--- config.mk ---
export PLATFORM = sky130hd
export DESIGN_NAME = arbitro_memoria_compartilhada
export DESIGN_NICKNAME = d
export VERILOG_FILES = /design/src/rtl/arbitro_memoria_compartilhada_pkg.sv /design/src/rtl/arbitro_memoria_compartilhada_contador_fome.sv /design/src/rtl/arbitro_memoria_compartilhada.sv
export SDC_FILE = /design/constraint.sdc
export NUM_CORES = 1
export LEC_CHECK = 0
export BUFFER_PORTS_ARGS = -buffer_cell sky130_fd_sc_hd__buf_2
export CORE_UTILIZATION = 51
export DETAILED_ROUTE_END_ITERATION = 10
export HOLD_SLACK_MARGIN = 0.08
export PLACE_DENSITY_LB_ADDON = 0.1
export SLEW_MARGIN = 20
export SYNTH_ARGS = -nofsm -noshare
export SYNTH_HDL_FRONTEND = slang
export SYNTH_SLANG_ARGS = --single-unit
--- constraint.sdc ---
create_clock -name clock -period 5.5 [get_ports clock]
set_clock_uncertainty 0.1 [all_clocks]
set_input_delay 0.825 -clock clock [delete_from_list [all_inputs] [get_ports clock]]
set_output_delay 0.825 -clock clock [all_outputs]
set_load 0.01 [all_outputs]
--- src/rtl/arbitro_memoria_compartilhada_pkg.sv ---
// Shared encodings for the shared-memory arbiter: FSM states, grant owner, counter width.
package arbitro_memoria_compartilhada_pkg;

  typedef enum logic [1:0] {
    OCIOSO   = 2'd0,
    ACESSO   = 2'd1,
    RESPOSTA = 2'd2
  } estado_t;

  typedef enum logic {
    DONO_IF = 1'b0,
    DONO_D  = 1'b1
  } dono_t;

  // Wide enough for both MEM_LAT-1 and MAX_CONSEC (each at most 15).
  localparam int CNT_W = 4;

endpackage

--- src/rtl/arbitro_memoria_compartilhada_contador_fome.sv ---
// Saturating starvation counter: how many data grants were given while fetch was waiting.
module contador_fome
  import arbitro_memoria_compartilhada_pkg::*;
#(
  parameter int MAX_CONSEC = 4
) (
  input  logic clock_i,
  input  logic reset_ni,
  input  logic limpa_i,
  input  logic inc_i,
  output logic saturado_o
);

  logic [CNT_W-1:0] fome_q, fome_d;

  assign saturado_o = (fome_q == CNT_W'(MAX_CONSEC));

  always_comb begin
    fome_d = fome_q;
    if (limpa_i) begin
      fome_d = '0;
    end else if (inc_i && !saturado_o) begin
      fome_d = fome_q + CNT_W'(1);
    end
  end

  always_ff @(posedge clock_i or negedge reset_ni) begin
    if (!reset_ni) begin
      fome_q <= '0;
    end else begin
      fome_q <= fome_d;
    end
  end

endmodule

--- src/rtl/arbitro_memoria_compartilhada.sv ---
// Arbitrates the single-port shared memory between instruction fetch and the MEM-stage data port.
// Data has priority; the starvation counter forces a fetch grant after MAX_CONSEC data grants.
module arbitro_memoria_compartilhada
  import arbitro_memoria_compartilhada_pkg::*;
#(
  parameter int AW         = 32,
  parameter int DW         = 32,
  parameter int MEM_LAT    = 1,
  parameter int MAX_CONSEC = 4
) (
  input  logic          clock,
  input  logic          reset_n,
  input  logic          if_req,
  input  logic [AW-1:0] if_addr,
  output logic          if_ack,
  output logic [DW-1:0] if_rdata,
  output logic          if_stall,
  input  logic          d_req,
  input  logic          d_we,
  input  logic [AW-1:0] d_addr,
  input  logic [DW-1:0] d_wdata,
  output logic          d_ack,
  output logic [DW-1:0] d_rdata,
  output logic          d_stall,
  output logic [AW-1:0] mem_addr,
  output logic [DW-1:0] mem_wdata,
  output logic          mem_ler,
  output logic          mem_esc,
  input  logic [DW-1:0] mem_rdata
);

  estado_t          estado_q, estado_d;
  dono_t            dono_q, dono_d;
  logic             we_q, we_d;
  logic [AW-1:0]    addr_q, addr_d;
  logic [DW-1:0]    wdata_q, wdata_d;
  logic [CNT_W-1:0] cnt_q, cnt_d;
  logic             ler_q, ler_d, esc_q, esc_d;
  logic             if_ack_q, if_ack_d, d_ack_q, d_ack_d;
  logic [DW-1:0]    if_rdata_q, if_rdata_d, d_rdata_q, d_rdata_d;

  logic fome_saturada;
  logic ganha_d, ganha_if;
  logic fome_inc, fome_limpa;

  // Data wins unless fetch has already waited through MAX_CONSEC data grants.
  assign ganha_d    = d_req && !(if_req && fome_saturada);
  assign ganha_if   = !ganha_d && if_req;
  assign fome_inc   = (estado_q == OCIOSO) && ganha_d && if_req;
  assign fome_limpa = (estado_q == OCIOSO) && (ganha_if || !if_req);

  contador_fome #(
    .MAX_CONSEC(MAX_CONSEC)
  ) u_contador_fome (
    .clock_i   (clock),
    .reset_ni  (reset_n),
    .limpa_i   (fome_limpa),
    .inc_i     (fome_inc),
    .saturado_o(fome_saturada)
  );

  always_comb begin
    estado_d   = estado_q;
    dono_d     = dono_q;
    we_d       = we_q;
    addr_d     = addr_q;
    wdata_d    = wdata_q;
    cnt_d      = cnt_q;
    ler_d      = ler_q;
    esc_d      = esc_q;
    if_ack_d   = 1'b0;
    d_ack_d    = 1'b0;
    if_rdata_d = if_rdata_q;
    d_rdata_d  = d_rdata_q;

    unique case (estado_q)
      OCIOSO: begin
        ler_d = 1'b0;
        esc_d = 1'b0;
        if (ganha_d) begin
          dono_d   = DONO_D;
          we_d     = d_we;
          addr_d   = d_addr;
          wdata_d  = d_wdata;
          cnt_d    = CNT_W'(MEM_LAT - 1);
          ler_d    = !d_we;
          esc_d    = d_we;
          estado_d = ACESSO;
        end else if (ganha_if) begin
          dono_d   = DONO_IF;
          we_d     = 1'b0;
          addr_d   = if_addr;
          cnt_d    = CNT_W'(MEM_LAT - 1);
          ler_d    = 1'b1;
          estado_d = ACESSO;
        end
      end
      ACESSO: begin
        if (cnt_q == '0) begin
          // Last access cycle: memory data is valid now, ack goes out next cycle.
          if (!we_q) begin
            if (dono_q == DONO_D) d_rdata_d  = mem_rdata;
            else                  if_rdata_d = mem_rdata;
          end
          ler_d    = 1'b0;
          esc_d    = 1'b0;
          d_ack_d  = (dono_q == DONO_D);
          if_ack_d = (dono_q == DONO_IF);
          estado_d = RESPOSTA;
        end else begin
          cnt_d = cnt_q - CNT_W'(1);
        end
      end
      RESPOSTA: begin
        estado_d = OCIOSO;
      end
      default: begin
        estado_d = OCIOSO;
        ler_d    = 1'b0;
        esc_d    = 1'b0;
      end
    endcase
  end

  always_ff @(posedge clock or negedge reset_n) begin
    if (!reset_n) begin
      estado_q   <= OCIOSO;
      dono_q     <= DONO_IF;
      we_q       <= 1'b0;
      addr_q     <= '0;
      wdata_q    <= '0;
      cnt_q      <= '0;
      ler_q      <= 1'b0;
      esc_q      <= 1'b0;
      if_ack_q   <= 1'b0;
      d_ack_q    <= 1'b0;
      if_rdata_q <= '0;
      d_rdata_q  <= '0;
    end else begin
      estado_q   <= estado_d;
      dono_q     <= dono_d;
      we_q       <= we_d;
      addr_q     <= addr_d;
      wdata_q    <= wdata_d;
      cnt_q      <= cnt_d;
      ler_q      <= ler_d;
      esc_q      <= esc_d;
      if_ack_q   <= if_ack_d;
      d_ack_q    <= d_ack_d;
      if_rdata_q <= if_rdata_d;
      d_rdata_q  <= d_rdata_d;
    end
  end

  assign mem_addr  = addr_q;
  assign mem_wdata = wdata_q;
  assign mem_ler   = ler_q;
  assign mem_esc   = esc_q;
  assign if_ack    = if_ack_q;
  assign d_ack     = d_ack_q;
  assign if_rdata  = if_rdata_q;
  assign d_rdata   = d_rdata_q;
  assign if_stall  = if_req & ~if_ack_q;
  assign d_stall   = d_req & ~d_ack_q;

endmodule

# ---- After elaboration in Yosys (flattened, before gate mapping)
# Cells that the tools add are included.
dict set report word_totals {
  wordCells 78
  register_bits 144
  in_bits 133
  output_inout_bits 134
}
dict set report classes {
  eq_ne 6
  bitwise 7
  muxes 25
  reduce_logical 25
  add_sub_neg 2
}
# op n
set ops {}
lappend ops {{$mux 32} 2}
lappend ops {{$mux 4} 5}
lappend ops {{$mux 1} 11}
lappend ops {{$pmux 4 s2} 1}
lappend ops {{$reduce_and 2->1} 4}
lappend ops {{$reduce_and 4->1} 2}
lappend ops {{$logic_and 1x1->1} 7}
lappend ops {{$mux 2} 3}
lappend ops {{$pmux 1 s3} 2}
lappend ops {{$reduce_bool 2->1} 3}
lappend ops {{$logic_not 1->1} 5}
lappend ops {{$not 1->1} 5}
lappend ops {{$add 4x1->4 const B} 1}
lappend ops {{$eq 4x3->1 const B} 1}
lappend ops {{$logic_not 4->1} 1}
lappend ops {{$ne 2x2->1 const B} 2}
lappend ops {{$pmux 2 s2} 1}
lappend ops {{$sub 4x1->4 const B} 1}
lappend ops {{$ne 3x3->1 const B} 1}
lappend ops {{$reduce_and 3->1} 1}
lappend ops {{$and 1x1->1} 2}
lappend ops {{$eq 2x1->1 const B} 1}
lappend ops {{$eq 2x2->1 const B} 1}
lappend ops {{$logic_not 2->1} 1}
lappend ops {{$logic_or 1x1->1} 1}

# ---- Longest topological paths before layout
dict set report depth {
  word_depth 9
  depth_mapped 7
  mapped_depth_nobuf 5
}

# ---- Hierarchy
# From an unflattened synthesis, not the netlist that was laid out.
dict set report unflattened {
  hier_cells 436
  area_unflattened_um2 6236.0
}
# mod cells_each seq_area_each_um2 area_per_inst_um2 instances
set by_module_without_submodules {}
lappend by_module_without_submodules {arbitro_memoria_compartilhada 412 3503.4 6002.0 1}
lappend by_module_without_submodules {contador_fome 24 100.1 234.0 1}

# ---- Worst setup path before layout
# OpenSTA, ideal clock, no wires.
dict set report synth_path {
  path_kind {input to output}
  start {input d_req}
  end {output d_stall}
  slack_ns 2.980
  stages 3
  n_path_buf 2
  t_arrival_ns 1.595
  required_time_ns 4.575
  path_cell_list {clkbuf_1 -> clkbuf_1 -> nor2b_1}
}
dict set report synth_via {
  elab_chain_len 1
}
# item line_no
set synth_rtl {}
lappend synth_rtl {{from (decl)} arbitro_memoria_compartilhada.sv:18} ;# input logic d_req,
lappend synth_rtl {{$and 1x1->1} arbitro_memoria_compartilhada.sv:164} ;# assign d_stall = d_req & ~d_ack_q;
lappend synth_rtl {{to (decl)} arbitro_memoria_compartilhada.sv:24} ;# output logic d_stall,
# Every way passes these cells.

# ---- Worst setup path after layout
dict set report layout_path {
  start {register estado_q[0]}
  end {register wdata_q[12] (netlist: mem_wdata[12])}
}
dict set report layout_via {
  elab_chain_len 2
}
# item line_no
set layout_rtl {}
lappend layout_rtl {{from (decl)} arbitro_memoria_compartilhada.sv:32} ;# estado_t estado_q, estado_d;
lappend layout_rtl {{from (signal assigned)} arbitro_memoria_compartilhada.sv:140} ;# estado_q <= estado_d;
lappend layout_rtl {{$logic_not 2->1} arbitro_memoria_compartilhada.sv:76} ;# unique case (estado_q)
lappend layout_rtl {{$reduce_and 2->1 (no source line)} n/a}
lappend layout_rtl {{to (signal assigned)} arbitro_memoria_compartilhada.sv:144} ;# wdata_q <= wdata_d;
lappend layout_rtl {{to (decl)} arbitro_memoria_compartilhada.sv:36} ;# logic [DW-1:0] wdata_q, wdata_d;
# Every way passes these cells.
# A chain may end at the register's enable or synchronous reset.

==> qor.csv <==
stage,metric,value,unit
outcome,outcome,finished with violations,
outcome,failing checks,design-rule violations,
die,Rows,39,
critical_path,crit start category,flip-flop,
die,die height,111,µm
clock_network,post-CTS sizing,0,
power,Int Power,3.13,mW
synth,ys async rst share,100,%
critical_path,CP Class,reg -> reg,
synth,"Net Count, Synth",610,
critical_path,reg2reg end,mem_wdata[12]$_DFFE_PN0P_,
die,Initial Util,52.6,%
timing,Fin Hold WS,396,ps
synth,Syn Inst Count,473,
finish,Layout Nets,862,
timing,fin crit share,49.9,%
placement,placed cells,849,
route,via count,4888,
timing,crit path time final,2750,ps
placement,# port buffers,266,
finish,Non-Filler Instances,875,
power,Static Leakage,3.78,nW
finish,Ant. Diodes,0,
clock_network,setup bufs post-CTS,0,
critical_path,R2R depth,4,
grt,first-pass GRT wire length,24.7,mm
hold_path,min-delay worst type,reg -> reg,
synth,synthesized area,6060,µm²
timing,setup TNS,0,ps
clock_network,total CTS buffers,17,
die,Top Ports,267,
placement,RePlAce Congestion,0.792,
clock_network,clock transition at the registers of the reported paths,50,ps
power,Comb pwr share,41.0,%
synth,Synth cell types,34,
synth,Syn Area/Cell,12.8,µm²
critical_path,CP endpoint kind,flip-flop,
timing,Slew headroom,29.3,%
finish,share of cells above drive strength 1,54.2,%
flow_run,MaxCap Viol Count,0,
timing,setup ws final,2750,ps
placement,pre-CTS setup slack,2470,ps
grt,initial antenna violation count,0,
critical_path,CP max-delay cell,nand3_2,
power,Sw Ratio,34.8,%
timing,Hold Fails Final Rpt,0,
grt,largest net degree at the start of global routing,99,
die,Placeable Area,11500,µm²
timing,Max Freq,364,MHz
critical_path,Max stage delay on crit path,770,ps
critical_path,R2R setup slack,2750,ps
route,Antenna Nets Post-Route,0,
timing,RSZ-0062 raised after global routing,no,
clock_network,worst-skew pair later-pin latency,410,ps
synth,"EDFF count, synth",0,
clock_network,# clock sinks,144,
hold_path,beginning of the worst hold path,d_rdata[13]$_DFFE_PN0P_,
route,iteration-0 DRC count of the detailed router,297,
synth,synth warn,0,
die,Chip Width,111,µm
critical_path,CP required,5680,ps
route,drt first pass iters,8,
clock_network,TritonCTS clock tree,built,
power,PD cells,603,nW/µm²
finish,Layout Area Growth over Synthesis,31.4,%
synth,Most used DFF post-synth,dfrtp_1,
hold_path,Hold EP,d_rdata[13]$_DFFE_PN0P_,
critical_path,crit path cell chain,"nor2_4, buf_4, nand3_2, mux2_2",
clock_network,CTS max path bufs,2,
timing,Max Slew Vio Count,0,
grt,All-Layer GR Usage,25.7,%
synth,post-synthesis sequential area ratio,59.5,%
critical_path,Top delay family on crit path,simple AND/OR/NAND/NOR gates,
power,switching power,1.67,mW
power,Reg power frac,38.7,%
route,drc violations,32,
timing,final setup fails,0,
synth,Seq cells post-synth,144,
critical_path,worst endpoint data arrival time,2930,ps
clock_network,clock root cell,clkbuf_16,
route,final wirelength,15.0,mm
grt,via count of the first global-routing pass,4908,
critical_path,Reg2Reg Launch Point,estado_q[0]$_DFFE_PN0P_,
die,die area,12300,µm²
placement,Detail Placement HPWL,10.2,mm
critical_path,WP buf/inv,1,
clock_network,CTS H-tree lvls,4,
power,maximum vdd drop,0.000299,V
timing,Worst-Margin Slew,1060,ps
power,Clk network pwr share,20.3,%
clock_network,hold buffer count at CTS,0,
route,vias per cell,5.59,
route,Avg WL per Cell,17.2,µm
grt,grt ovf,0,
critical_path,crit-path max FO,71,
hold_path,WHS Path Cells,1,
-- power groups by stage --
stage / logic, mW / clock network (mW) / registers [mW]
floorplan: 0.955 / 0 / 2.08
global placement: 1.89 / 0 / 1.84
detailed placement: 1.99 / 0 / 1.86
CTS: 1.99 / 0.997 / 1.86
global route: 2.14 / 1.04 / 1.91
finish: 1.97 / 0.975 / 1.86
-- state kept, by name, indices dropped and copies added, names as in the netlist --
register	flops
mem_esc	1
d_ack	1
mem_addr	32
cnt_q	4
mem_ler	1
if_rdata	32
dono_q	1
if_ack	1
estado_q	2
we_q	1
mem_wdata	32
u_contador_fome.fome_q	4
d_rdata	32
-- cells by family (layout without fill, tap and decap cells) --
family / count (synthesis) / count (layout) / synth area share (%)
adder cells (fa/ha/maj): 4 / 4 / 0.826
multiplexers: 99 / 99 / 18.3
flip-flops: 144 / 144 / 59.5
buffers and inverters: 46 / 305 / 3.36
AO/OA/AOI/OAI: 77 / 77 / 8.09
AND/OR/NAND/NOR: 103 / 103 / 9.93
-- cells in the final DEF, fill, tap and decap left out, types with 2 or more instances in the layout --
cell type / instances
nand2_1: 8
nand3_1: 37
nor2_1: 2
inv_1: 6
nand4_1: 34
dfrtp_1: 144
buf_4: 6
o211ai_1: 32
mux2_2: 95
a31o_2: 2
clkbuf_8: 3
nand4b_1: 2
clkinv_2: 2
nor3_1: 3
nand2b_1: 2
nor4b_1: 2
clkbuf_1: 4
nor2b_1: 4
o2bb2ai_1: 2
clkbuf_16: 17
buf_2: 265
o21ai_0: 38
mux2i_1: 3
ha_1: 4
-- metal layers --
metal,share of wire (%),track usage [%],up-vias,routed length (µm)
li1,-,-,2244,-
met1,40,31.8,2388,5940
met2,51,42.4,225,7610
met3,7.3,6.89,31,1100
met4,2.5,11.4,0,374
met5,0,0,-,0
-- cell type report --
cell class / count / area, µm²
Multi-Input combinational cell: 283 / 2260
Inverter: 6 / 22.5
Clock inverter: 2 / 10.0
Sequential cell: 144 / 3600
Tap cell: 143 / 179
Timing Repair Buffer: 273 / 1410
Fill cell: 879 / 3550
Clock buffer: 24 / 482
-- synthesized netlist by cell type (3+ instances only) --
cell | number | area, µm²
mux2i_1 | 3 | 30.0
nor2b_1 | 4 | 25.0
o211ai_1 | 32 | 240
buf_2 | 7 | 35.0
o21ai_0 | 38 | 190
buf_6 | 3 | 33.8
dfrtp_1 | 144 | 3600
nand3_1 | 37 | 185
nand2_1 | 8 | 30.0
nand4_1 | 34 | 213
nor3_1 | 3 | 15.0
mux2_2 | 95 | 1070
inv_1 | 6 | 22.5
clkbuf_1 | 30 | 113
ha_1 | 4 | 50.1
-- worst max-delay path by stage --
stage,startpoint,cells past startpoint,slack [ps],to
floorplan,d_req,3,2980,d_stall
global placement,d_req,3,2520,mem_wdata[28]$_DFFE_PN0P_
detailed placement,d_req,3,2470,mem_wdata[16]$_DFFE_PN0P_
CTS,estado_q[0]$_DFFE_PN0P_,4,2770,mem_wdata[12]$_DFFE_PN0P_
global route,estado_q[0]$_DFFE_PN0P_,4,2550,mem_wdata[9]$_DFFE_PN0P_
finish,estado_q[0]$_DFFE_PN0P_,4,2750,mem_wdata[12]$_DFFE_PN0P_
-- stage by stage --
step / power (mW) / instance area (µm²) / utilization [%]
final: 4.80 / 7970 / 69.2
after global placement: 3.73 / 7450 / 64.7
after global routing: 5.10 / 7970 / 69.2
after floorplan: 3.04 / 6060 / -
after detailed placement: 3.85 / 7470 / 64.9
after CTS: 4.84 / 7970 / 69.2
(Power assumes the default switching activity.)
